--- config.mk ---
export PLATFORM = sky130hd
export DESIGN_NAME = switchbox_cfg_ctrl_flat
export DESIGN_NICKNAME = d
export VERILOG_FILES = /design/src/rtl/switchbox_cfg_pkg.sv /design/src/rtl/switchbox_cfg_ctrl_if.sv /design/src/rtl/switchbox_entry_chk.sv /design/src/rtl/switchbox_cfg_ctrl.sv /design/src/flat_wrapper.sv
export SDC_FILE = /design/constraint.sdc
export NUM_CORES = 1
export LEC_CHECK = 0
export BUFFER_PORTS_ARGS = -buffer_cell sky130_fd_sc_hd__clkbuf_2
export CAP_MARGIN = 10
export CORE_MARGIN = 2
export CORE_UTILIZATION = 63
export DETAILED_ROUTE_END_ITERATION = 8
export GPL_TIMING_DRIVEN = 1
export PLACE_DENSITY = 0.85
export SKIP_CTS_REPAIR_TIMING = 1
export SLEW_MARGIN = 20
export SYNTH_ARGS = -nofsm -noshare
export SYNTH_HDL_FRONTEND = slang
export SYNTH_HIERARCHICAL = 1
export SYNTH_SLANG_ARGS = --single-unit
--- constraint.sdc ---
create_clock -name clk -period 8 [get_ports clk]
set_input_delay 1.6 -clock clk [delete_from_list [all_inputs] [get_ports clk]]
set_output_delay 1.6 -clock clk [all_outputs]
set_load 0.01 [all_outputs]
--- src/rtl/switchbox_cfg_pkg.sv ---
// Shared types and constants for the switch box configuration loader.
// Optional readback (rb_addr/rb_data) is enabled with CFG_READBACK_EN.
package switchbox_cfg_pkg;

   localparam int unsigned NTB    = 5;
   localparam int unsigned NLR    = 4;
   localparam int unsigned ENT_W  = 6;
   localparam int unsigned N      = 2*NTB + 2*NLR;
   localparam int unsigned ADDR_W = 5;
   localparam int unsigned SIDE_W = 3;
   localparam int unsigned IDX_W  = 3;
   localparam int unsigned BUS_W  = N*ENT_W;

   localparam logic [SIDE_W-1:0] SIDE_NONE   = 3'd0;
   localparam logic [SIDE_W-1:0] SIDE_TOP    = 3'd1;
   localparam logic [SIDE_W-1:0] SIDE_RIGHT  = 3'd2;
   localparam logic [SIDE_W-1:0] SIDE_BOTTOM = 3'd3;
   localparam logic [SIDE_W-1:0] SIDE_LEFT   = 3'd4;

   localparam int unsigned TOP_BASE    = 0;
   localparam int unsigned BOTTOM_BASE = NTB;
   localparam int unsigned LEFT_BASE   = 2*NTB;
   localparam int unsigned RIGHT_BASE  = 2*NTB + NLR;

   typedef enum logic [1:0] {IDLE, LOAD, CHECK, COMMIT} state_t;

   // Route entry layout: [5:3] source index, [2:0] source side
   typedef struct packed {
      logic [IDX_W-1:0]  idx;
      logic [SIDE_W-1:0] side;
   } route_t;

   // Side and index of the wire that owns a given entry address
   function automatic route_t addr_to_side(input logic [ADDR_W-1:0] addr);
      route_t r;
      if (addr < ADDR_W'(BOTTOM_BASE)) begin
         r.side = SIDE_TOP;
         r.idx  = IDX_W'(addr - ADDR_W'(TOP_BASE));
      end else if (addr < ADDR_W'(LEFT_BASE)) begin
         r.side = SIDE_BOTTOM;
         r.idx  = IDX_W'(addr - ADDR_W'(BOTTOM_BASE));
      end else if (addr < ADDR_W'(RIGHT_BASE)) begin
         r.side = SIDE_LEFT;
         r.idx  = IDX_W'(addr - ADDR_W'(LEFT_BASE));
      end else begin
         r.side = SIDE_RIGHT;
         r.idx  = IDX_W'(addr - ADDR_W'(RIGHT_BASE));
      end
      return r;
   endfunction

endpackage

--- src/rtl/switchbox_cfg_ctrl_if.sv ---
// Configuration stream and active-config bus between host and loader.
// Readback signals exist only when CFG_READBACK_EN is defined.
interface switchbox_cfg_ctrl_if;
   import switchbox_cfg_pkg::*;

   logic             cfg_start;
   logic             cfg_clear;
   logic             cfg_valid;
   logic [ENT_W-1:0] cfg_data;
   logic             cfg_ready;
   logic             busy;
   logic             cfg_done;
   logic             cfg_err;
   logic [BUS_W-1:0] cfg_bus;
`ifdef CFG_READBACK_EN
   logic [ADDR_W-1:0] rb_addr;
   logic [ENT_W-1:0]  rb_data;

   modport master (output cfg_start, cfg_clear, cfg_valid, cfg_data, rb_addr,
                   input  cfg_ready, busy, cfg_done, cfg_err, cfg_bus, rb_data);
   modport slave  (input  cfg_start, cfg_clear, cfg_valid, cfg_data, rb_addr,
                   output cfg_ready, busy, cfg_done, cfg_err, cfg_bus, rb_data);
`else
   modport master (output cfg_start, cfg_clear, cfg_valid, cfg_data,
                   input  cfg_ready, busy, cfg_done, cfg_err, cfg_bus);
   modport slave  (input  cfg_start, cfg_clear, cfg_valid, cfg_data,
                   output cfg_ready, busy, cfg_done, cfg_err, cfg_bus);
`endif
endinterface

--- src/rtl/switchbox_entry_chk.sv ---
// Legality check of one route entry against the wire it drives.
module switchbox_entry_chk
   import switchbox_cfg_pkg::*;
(
   input  logic [ENT_W-1:0]  entry,
   input  logic [ADDR_W-1:0] own_addr,
   output logic              illegal
);

   route_t ent;
   route_t own;

   always_comb begin
      ent     = route_t'(entry);
      own     = addr_to_side(own_addr);
      illegal = 1'b0;
      case (ent.side)
         SIDE_NONE:              illegal = 1'b0;
         SIDE_TOP, SIDE_BOTTOM:  illegal = (ent.idx >= IDX_W'(NTB));
         SIDE_RIGHT, SIDE_LEFT:  illegal = (ent.idx >= IDX_W'(NLR));
         default:                illegal = 1'b1;
      endcase
      // A wire may not be sourced from itself
      if (ent.side != SIDE_NONE && ent == own) illegal = 1'b1;
   end

endmodule

--- src/rtl/switchbox_cfg_ctrl.sv ---
// Loads a route frame into a shadow store, checks it, and commits it only if clean.
// Define CFG_READBACK_EN to add the registered active-entry readback port.
module switchbox_cfg_ctrl
   import switchbox_cfg_pkg::*;
(
   input  logic                 clk,
   input  logic                 rst_n,
   switchbox_cfg_ctrl_if.slave  ifc
);

   state_t            state_q, state_d;
   logic [ADDR_W-1:0] addr_q, addr_d;
   logic [ADDR_W-1:0] chk_q, chk_d;
   logic              err_q, err_d;
   logic [ENT_W-1:0]  shadow_q [N];
   logic [ENT_W-1:0]  shadow_d [N];
   logic [ENT_W-1:0]  bus_q [N];
   logic [ENT_W-1:0]  bus_d [N];
   logic              ready_q, ready_d;
   logic              busy_q, busy_d;
   logic              done_q, done_d;
   logic              cerr_q, cerr_d;
   logic              illegal;

   switchbox_entry_chk u_entry_chk (
      .entry    (shadow_q[chk_q]),
      .own_addr (chk_q),
      .illegal  (illegal)
   );

   always_ff @(posedge clk or negedge rst_n) begin
      if (!rst_n) begin
         state_q <= IDLE;
         addr_q  <= '0;
         chk_q   <= '0;
         err_q   <= 1'b0;
         ready_q <= 1'b0;
         busy_q  <= 1'b0;
         done_q  <= 1'b0;
         cerr_q  <= 1'b0;
         for (int k = 0; k < int'(N); k++) begin
            shadow_q[k] <= '0;
            bus_q[k]    <= '0;
         end
      end else begin
         state_q  <= state_d;
         addr_q   <= addr_d;
         chk_q    <= chk_d;
         err_q    <= err_d;
         ready_q  <= ready_d;
         busy_q   <= busy_d;
         done_q   <= done_d;
         cerr_q   <= cerr_d;
         shadow_q <= shadow_d;
         bus_q    <= bus_d;
      end
   end

   always_comb begin
      state_d  = state_q;
      addr_d   = addr_q;
      chk_d    = chk_q;
      err_d    = err_q;
      shadow_d = shadow_q;
      bus_d    = bus_q;
      done_d   = 1'b0;
      cerr_d   = cerr_q;
      case (state_q)
         IDLE: begin
            if (ifc.cfg_start) begin
               state_d = LOAD;
               addr_d  = '0;
               err_d   = 1'b0;
               cerr_d  = 1'b0;
            end else if (ifc.cfg_clear) begin
               for (int k = 0; k < int'(N); k++) bus_d[k] = '0;
            end
         end
         LOAD: begin
            // A restart wins over any beat presented in the same cycle
            if (ifc.cfg_start) begin
               addr_d = '0;
            end else if (ifc.cfg_valid && ready_q) begin
               shadow_d[addr_q] = ifc.cfg_data;
               if (addr_q == ADDR_W'(N-1)) begin
                  state_d = CHECK;
                  chk_d   = '0;
               end else begin
                  addr_d = addr_q + ADDR_W'(1);
               end
            end
         end
         CHECK: begin
            if (illegal) err_d = 1'b1;
            if (chk_q == ADDR_W'(N-1)) state_d = COMMIT;
            else                       chk_d   = chk_q + ADDR_W'(1);
         end
         COMMIT: begin
            state_d = IDLE;
            if (err_q) begin
               cerr_d = 1'b1;
            end else begin
               bus_d  = shadow_q;
               done_d = 1'b1;
            end
         end
         default: state_d = IDLE;
      endcase
      ready_d = (state_d == LOAD);
      busy_d  = (state_d != IDLE);
   end

   assign ifc.cfg_ready = ready_q;
   assign ifc.busy      = busy_q;
   assign ifc.cfg_done  = done_q;
   assign ifc.cfg_err   = cerr_q;

   for (genvar g = 0; g < int'(N); g++) begin : g_bus
      assign ifc.cfg_bus[g*ENT_W +: ENT_W] = bus_q[g];
   end

`ifdef CFG_READBACK_EN
   logic [ENT_W-1:0] rb_q;

   always_ff @(posedge clk or negedge rst_n) begin
      if (!rst_n)                           rb_q <= '0;
      else if (ifc.rb_addr < ADDR_W'(N))    rb_q <= bus_q[ifc.rb_addr];
      else                                  rb_q <= '0;
   end

   assign ifc.rb_data = rb_q;
`endif

endmodule

--- src/flat_wrapper.sv ---
// flat-port wrapper written by rule: the top's interface ports become plain ports
module switchbox_cfg_ctrl_flat import switchbox_cfg_pkg::*;
  (clk, rst_n, ifc_cfg_start, ifc_cfg_clear, ifc_cfg_valid, ifc_cfg_data, ifc_cfg_ready, ifc_busy, ifc_cfg_done, ifc_cfg_err, ifc_cfg_bus);
  switchbox_cfg_ctrl_if ifc_i ();
  input  logic clk;
  input  logic rst_n;
  input wire logic [$bits(ifc_i.cfg_start)-1:0] ifc_cfg_start;
  input wire logic [$bits(ifc_i.cfg_clear)-1:0] ifc_cfg_clear;
  input wire logic [$bits(ifc_i.cfg_valid)-1:0] ifc_cfg_valid;
  input wire logic [$bits(ifc_i.cfg_data)-1:0] ifc_cfg_data;
  output wire logic [$bits(ifc_i.cfg_ready)-1:0] ifc_cfg_ready;
  output wire logic [$bits(ifc_i.busy)-1:0] ifc_busy;
  output wire logic [$bits(ifc_i.cfg_done)-1:0] ifc_cfg_done;
  output wire logic [$bits(ifc_i.cfg_err)-1:0] ifc_cfg_err;
  output wire logic [$bits(ifc_i.cfg_bus)-1:0] ifc_cfg_bus;
  assign ifc_i.cfg_start = ifc_cfg_start;
  assign ifc_i.cfg_clear = ifc_cfg_clear;
  assign ifc_i.cfg_valid = ifc_cfg_valid;
  assign ifc_i.cfg_data = ifc_cfg_data;
  assign ifc_cfg_ready = ifc_i.cfg_ready;
  assign ifc_busy = ifc_i.busy;
  assign ifc_cfg_done = ifc_i.cfg_done;
  assign ifc_cfg_err = ifc_i.cfg_err;
  assign ifc_cfg_bus = ifc_i.cfg_bus;
  switchbox_cfg_ctrl u_core (.clk(clk), .rst_n(rst_n), .ifc(ifc_i));
endmodule
---- Word-level counts from Yosys, hierarchy flattened ----
Cells that the tools add are included.
word-level totals
  flip-flop bits (word level) ............. 233
  word-level logic and storage cells ...... 140
cells by class
  $add $sub $neg .......................... 5
  order comparisons ....................... 8
  eq/ne operators ......................... 23
  mux-type cells .......................... 38
  bitwise operators ....................... 3
  reductions and logical operators ........ 19
operators by type and width
  kind                                                  count
  two-way mux 108 bit                                   3
  one-hot mux 108 bit (2 select lines)                  1
  bitwise mux 108 bit                                   1
  two-way mux 5 bit                                     8
  two-way mux 6 bit                                     6
  binary-select mux 6 bit (select 5 bit)                1
  demux 6 bit (select 5 bit)                            1
  one-hot mux 5 bit (2 select lines)                    2
  >= comparator 6 bit (second input constant)           2
  != test 2 bit (second input constant)                 6
  inverter 5 -> 6 bit                                   2
  adder 5 x 1 -> 5 bit (second input constant)          2
  equality test 5 bit (second input constant)           2
  < comparator 5 x 4 -> 1 bit (second input constant)   2
  two-way mux 2 bit                                     5
  nonzero test 2 bit                                    5
  AND reduction 3 bit                                   3
  != test 2 x 1 -> 1 bit (second input constant)        4
  one-hot mux 2 bit (4 select lines)                    1
  AND reduction 4 bit                                   2
  equality test 3 x 2 -> 1 bit (second input constant)  2
  equality test 6 bit                                   1
  >= comparator 3 bit (second input constant)           2
  < comparator 6 x 1 -> 1 bit (second input constant)   1
  19 further kinds                                      31

---- Logic depth before layout (Yosys ltp) ----
  depth after elaboration ................. 10
  gate-level depth with buffers ........... 14
  mapped depth without buffers ............ 11

---- Cells and area by module ----
The synthesis kept the hierarchy.
modules (own cells, without submodules)
  module               times used  cells an instance  area each (sq um)  seq. area each (sq um)
  switchbox_cfg_ctrl   1           918                10161.0            5830.6
  switchbox_entry_chk  1           43                 334.1              0.0

---- Least setup slack after synthesis ----
OpenSTA, ideal clock, no wires.
  path kind ............................... reg-to-reg
  start point ............................. register u_core.chk_q[0]
  end point ............................... register u_core.err_q
  library setup time ...................... 0.077 ns
  data arrival time ....................... 3.062 ns
  data required time ...................... 7.923 ns
  slack ................................... 4.860 ns
  cell stages (with the launch flop) ...... 13
  period minus slack after synthesis ...... 3.140 ns
  cell sequence ........................... dfrtp_1 buf_2 buf_2 clkbuf_1 a211oi_1 o41ai_1 and3b_1 a22oi_1 and4bb_1 o22ai_1 o41ai_2 nand2b_1 a21oi_1
between the ends
  cells in the longest elaborated chain, start to end .. 10
RTL lines
  element                                                      line                       RTL
  start, declared                                              switchbox_cfg_ctrl.sv:13   logic [ADDR_W-1:0] chk_q, chk_d;
  start signal, assigned                                       switchbox_cfg_ctrl.sv:48   chk_q <= chk_d;
  branches (longest 7 deep; another with >= comparator 3 bit)  n/a
  two-way mux 1 bit (*)                                        switchbox_entry_chk.sv:24  if (ent.side != SIDE_NONE && ent == own) illegal = 1'b1;
  named net u_core.illegal                                     switchbox_cfg_ctrl.sv:23   logic illegal;
  != test 2 x 1 -> 1 bit (no line) (*)                         n/a
  AND reduction 3 bit (no line) (*)                            n/a
  end signal, assigned                                         switchbox_cfg_ctrl.sv:49   err_q <= err_d;
  end, declared                                                switchbox_cfg_ctrl.sv:14   logic err_q, err_d;
Mark *: on every way through the listed nets, which the timed path passes. The select of a mux whose other input is x is not followed.
A chain may end at the register's enable or synchronous reset.

---- Worst setup path after layout ----
Same ends and word-level chain as after synthesis.

==> report_table.html <==
<table>
<tr><th>Metric</th><th>Value</th></tr>
<tr><th colspan="2">Detailed routing</th></tr>
<tr><td>Final routed wire length divided by cell count</td><td>roughly 19 um</td></tr>
<tr><td>Post-detailed-route count of antenna-violating nets</td><td>0</td></tr>
<tr><td>Number of detailed-route iterations in the first pass</td><td>5</td></tr>
<tr><td>Total DRC errors in the routed layout</td><td>0</td></tr>
<tr><td>Detailed-route wire length</td><td>25000 um</td></tr>
<tr><td>Via count normalized by instance count</td><td>5.98</td></tr>
<tr><td>Vias after detailed routing</td><td>7689</td></tr>
<tr><td>DRT iter0 DRCs</td><td>648</td></tr>
<tr><th colspan="2">STA</th></tr>
<tr><td>Endpoints failing hold</td><td>0</td></tr>
<tr><td>Tightest Pin Transition</td><td>0.971 ns</td></tr>
<tr><td>Period Utilization, post-route</td><td>48.0%</td></tr>
<tr><td>Total count of max-transition violations in the final report</td><td>0</td></tr>
<tr><td>Final min period</td><td>3.84 ns</td></tr>
<tr><td>Slew headroom</td><td>35.2%</td></tr>
<tr><td>Final-report setup violation count</td><td>0</td></tr>
<tr><td>Peak clock frequency supported by timing</td><td>261 MHz</td></tr>
<tr><td>RSZ-0062 raised after global routing</td><td>false</td></tr>
<tr><td>Post-route clock skew</td><td>0.00583 ns</td></tr>
<tr><td>Least setup slack across all paths after layout</td><td>4.16 ns</td></tr>
<tr><td>Final TNS setup</td><td>0 ns</td></tr>
<tr><th colspan="2">Hold path</th></tr>
<tr><td>Class of the worst hold path</td><td>reg -&gt; reg</td></tr>
<tr><th colspan="2">Global routing</th></tr>
<tr><td>Global-route congestion overflow total</td><td>0</td></tr>
<tr><td>Total track usage</td><td>28.4%</td></tr>
<tr><td>First-pass GRT wire length</td><td>40100 um</td></tr>
<tr><td>Pin count of the biggest net entering global routing</td><td>117</td></tr>
<tr><td>Vias in the first global route</td><td>roughly 7500</td></tr>
<tr><td>Number of antenna violations at the first check in global routing</td><td>0</td></tr>
<tr><th colspan="2">Die</th></tr>
<tr><td>Die span in x</td><td>133 um</td></tr>
<tr><td>Ports</td><td>approximately 120</td></tr>
<tr><td>Die area</td><td>17700 sq um</td></tr>
<tr><td>Core Rows</td><td>47</td></tr>
<tr><td>Vertical extent of the die</td><td>133 um</td></tr>
<tr><td>Effective utilization at floorplan</td><td>64.0%</td></tr>
<tr><td>Core region area</td><td>16400 sq um</td></tr>
<tr><th colspan="2">Clock tree</th></tr>
<tr><td>Clk slew on worst S/H paths</td><td>0.07 ns</td></tr>
<tr><td>Max Root-Sink Buffers</td><td>3</td></tr>
<tr><td>TritonCTS clock tree</td><td>built</td></tr>
<tr><td>TritonCTS buffer count</td><td>22</td></tr>
<tr><td>Clock insertion delay at the later pin of the skew report</td><td>roughly 0.50 ns</td></tr>
<tr><td>Maximum level of the CTS H-tree</td><td>1</td></tr>
<tr><td>CTS sink count</td><td>approximately 230</td></tr>
<tr><td>Root buffer selected by CTS</td><td>clkbuf_16</td></tr>
<tr><th colspan="2">Pwr</th></tr>
<tr><td>Standby leakage power</td><td>5.67 nW</td></tr>
<tr><td>Pwr per Cell Area</td><td>213 nW/um^2</td></tr>
<tr><td>IR drop worst, VDD</td><td>0.182 mV</td></tr>
<tr><th colspan="2">Yosys</th></tr>
<tr><td>Post-synth EDFFs</td><td>0</td></tr>
<tr><td>Synthesized flop and latch total</td><td>233</td></tr>
<tr><td>Share of the synthesized area in the top cell type</td><td>55.6%</td></tr>
<tr><td>Async SR Flop Fraction</td><td>100%</td></tr>
<tr><td>Synth Instances</td><td>961</td></tr>
<tr><td>Post-synth top flop</td><td>dfrtp_1</td></tr>
<tr><td>Number of nets produced by synthesis</td><td>around 1000</td></tr>
<tr><td>Sequential cell area fraction in the yosys report</td><td>between 50% and 60%</td></tr>
<tr><td>Area of the mapped netlist</td><td>10500 sq um</td></tr>
<tr><td>Yosys warning total</td><td>6</td></tr>
<tr><td>Number of distinct library cells after synthesis</td><td>61</td></tr>
<tr><td>Avg Cell Area, Syn</td><td>10.9 sq um</td></tr>
<tr><td>Post-synth top area cell</td><td>dfrtp_1</td></tr>
<tr><td>Top cells by area, synth</td><td>dfrtp_1 56%, mux2_2 12%, nand2_1 8.0%</td></tr>
<tr><th colspan="2">Finish</th></tr>
<tr><td>Leading cell type in the layout, fill and taps excluded</td><td>dfrtp_1</td></tr>
<tr><td>Synthesis-to-layout area growth</td><td>13.7%</td></tr>
<tr><td>Leading cell types in the layout, fill and taps excluded</td><td>232 x dfrtp_1, 223 x nand2_1, 121 x clkbuf_2, 115 x o21ai_0, 114 x mux2_2</td></tr>
<tr><td>Number of nets in the final layout</td><td>1069</td></tr>
<tr><td>Number of antenna diodes</td><td>0</td></tr>
<tr><td>Share of cells above drive strength 1</td><td>between 20% and 30%</td></tr>
<tr><th colspan="2">Setup path</th></tr>
<tr><td>Endpoint required time on the critical path</td><td>8.43 ns</td></tr>
<tr><td>Kind of critical path</td><td>reg -&gt; reg</td></tr>
<tr><td>Worst setup EP type</td><td>register</td></tr>
<tr><td>Crit path arrival time</td><td>4.26 ns</td></tr>
<tr><td>Startpoint kind of the worst setup timing path</td><td>register</td></tr>
<tr><td>Maximum fanout along the worst path</td><td>just under 60</td></tr>
<tr><th colspan="2">Place</th></tr>
<tr><td>Pre-CTS setup slack</td><td>4.32 ns</td></tr>
<tr><td>Count of buffers inserted at the top-level ports</td><td>122</td></tr>
<tr><td>Last weighted congestion value of the routability-driven placer</td><td>roughly 0.90</td></tr>
<tr><td>Sum of net half-perimeters after detailed placement</td><td>between 15000 and 20000 um</td></tr>
<tr><th colspan="2">Outcome</th></tr>
<tr><td>Outcome</td><td>finished clean</td></tr>
<tr><th colspan="2">Job</th></tr>
<tr><td>Number of max-capacitance violations reported</td><td>0</td></tr>
</table>
==> synthesized netlist by cell type (3+ instances only) <==
cell type / number
inv_1: 6
dfrtp_1: 233
mux2i_1: 18
ha_1: 7
a21oi_1: 6
nand4_1: 4
nor2_1: 32
nand2_1: 223
o21ai_0: 115
mux4_2: 6
buf_1: 9
a31oi_1: 3
clkbuf_1: 34
nand3_1: 3
nand2b_1: 7
nand3b_1: 5
nor2b_1: 19
xor2_1: 7
o31ai_1: 3
o22ai_1: 13
mux2_4: 6
or2_2: 3
a211oi_1: 19
o41ai_1: 6
buf_2: 14
buf_6: 4
mux2_2: 114
==> sequential cells by signal, indices dropped and copies added, names as in the netlist <==
| register | flops |
|---|---|
| u_core/addr_q | 5 |
| u_core/chk_q | 5 |
| u_core/err_q | 1 |
| u_core/ifc.busy | 1 |
| u_core/ifc.cfg_bus | 108 |
| u_core/ifc.cfg_done | 1 |
| u_core/ifc.cfg_err | 1 |
| u_core/ifc.cfg_ready | 1 |
| u_core/shadow_q | 108 |
| u_core/state_q | 2 |
==> metal layers <==
| layer | track usage [%] | vias up | wire, um |
|---|---|---|---|
| li1 | - | 3488 | - |
| met1 | 41.0 | 3844 | 10800 |
| met3 | 3.79 | 60 | 1470 |
| met2 | 45.3 | 297 | 12100 |
| met5 | 0 | - | 0 |
| met4 | 9.02 | 0 | 737 |
==> cell families after synthesis <==
group           Yosys count  synth area share [%]
compound gates          176                  9.79
xor+xnor                 10                 0.906
fa+ha+maj                 7                 0.834
buf+inv                  69                  2.96
flops                   233                  55.6
mux                     144                  16.1
simple gates            322                  13.9
==> report_power, final <==
| group | leakage [nW] | switching, W | internal (W) |
|---|---|---|---|
| Combinational | 2.23 | 0.0000889 | 0.0000673 |
| Sequential | 3.06 | 0.0000515 | 0.00124 |
| Clock | 0.377 | 0.000447 | 0.000640 |
| Total | 5.67 | 0.000587 | 0.00195 |
==> critical path: stages (launching register included) <==
cell      delay (ns)
dfrtp_2         0.56
buf_4           0.66
mux2_2          0.30
o22ai_1         0.08
o41ai_1         0.66
nor2b_1         0.27
a22oi_1         0.17
and4bb_1        0.33
o22ai_1         0.11
o41ai_2         0.36
nand2b_1        0.08
a21oi_1         0.14
==> path summary, 6_finish.rpt <==
path | startpoint | end | slack (ns) | depth (start not counted)
max | u_core/chk_q[0] | u_core/err_q | 4.16 | 11
min | u_core/ifc.cfg_bus[14] | u_core/ifc.cfg_bus[14] | 0.48 | 2
max reg2reg | u_core/chk_q[0] | u_core/err_q | 4.16 | 11
min reg2reg | u_core/ifc.cfg_bus[14] | u_core/ifc.cfg_bus[14] | 0.48 | 2
max in group asynchronous | rst_n | u_core/ifc.cfg_bus[11] | 5.39 | 2
min in group asynchronous | rst_n | u_core/ifc.cfg_bus[20] | 1.17 | 1
==> layout make-up <==
cell class / instances / area (sq um)
clock buffer: 26 / 607
clock inverter: 13 / 146
fill: 1090 / 4470
inverter: 7 / 26.3
multi-input combinational: 659 / 4360
sequential: 233 / 5830
tap: 220 / 275
timing repair buffer: 128 / 686
==> through the flow <==
stage	hold slack, ns	cell area, sq um	cells	utilization, %	power (W)
final	0.478	11900	1286	72.8	0.00254
after global routing	0.502	11900	1286	72.8	0.00262
after CTS	0.483	11900	1285	72.6	0.00254
after detailed placement	0.470	11200	1246	68.0	0.00147
after global placement	0.462	11200	1246	68.0	0.00146
after floorplan	0.495	10500	961	-	0.00138
Power figures use the tool's default switching activity.
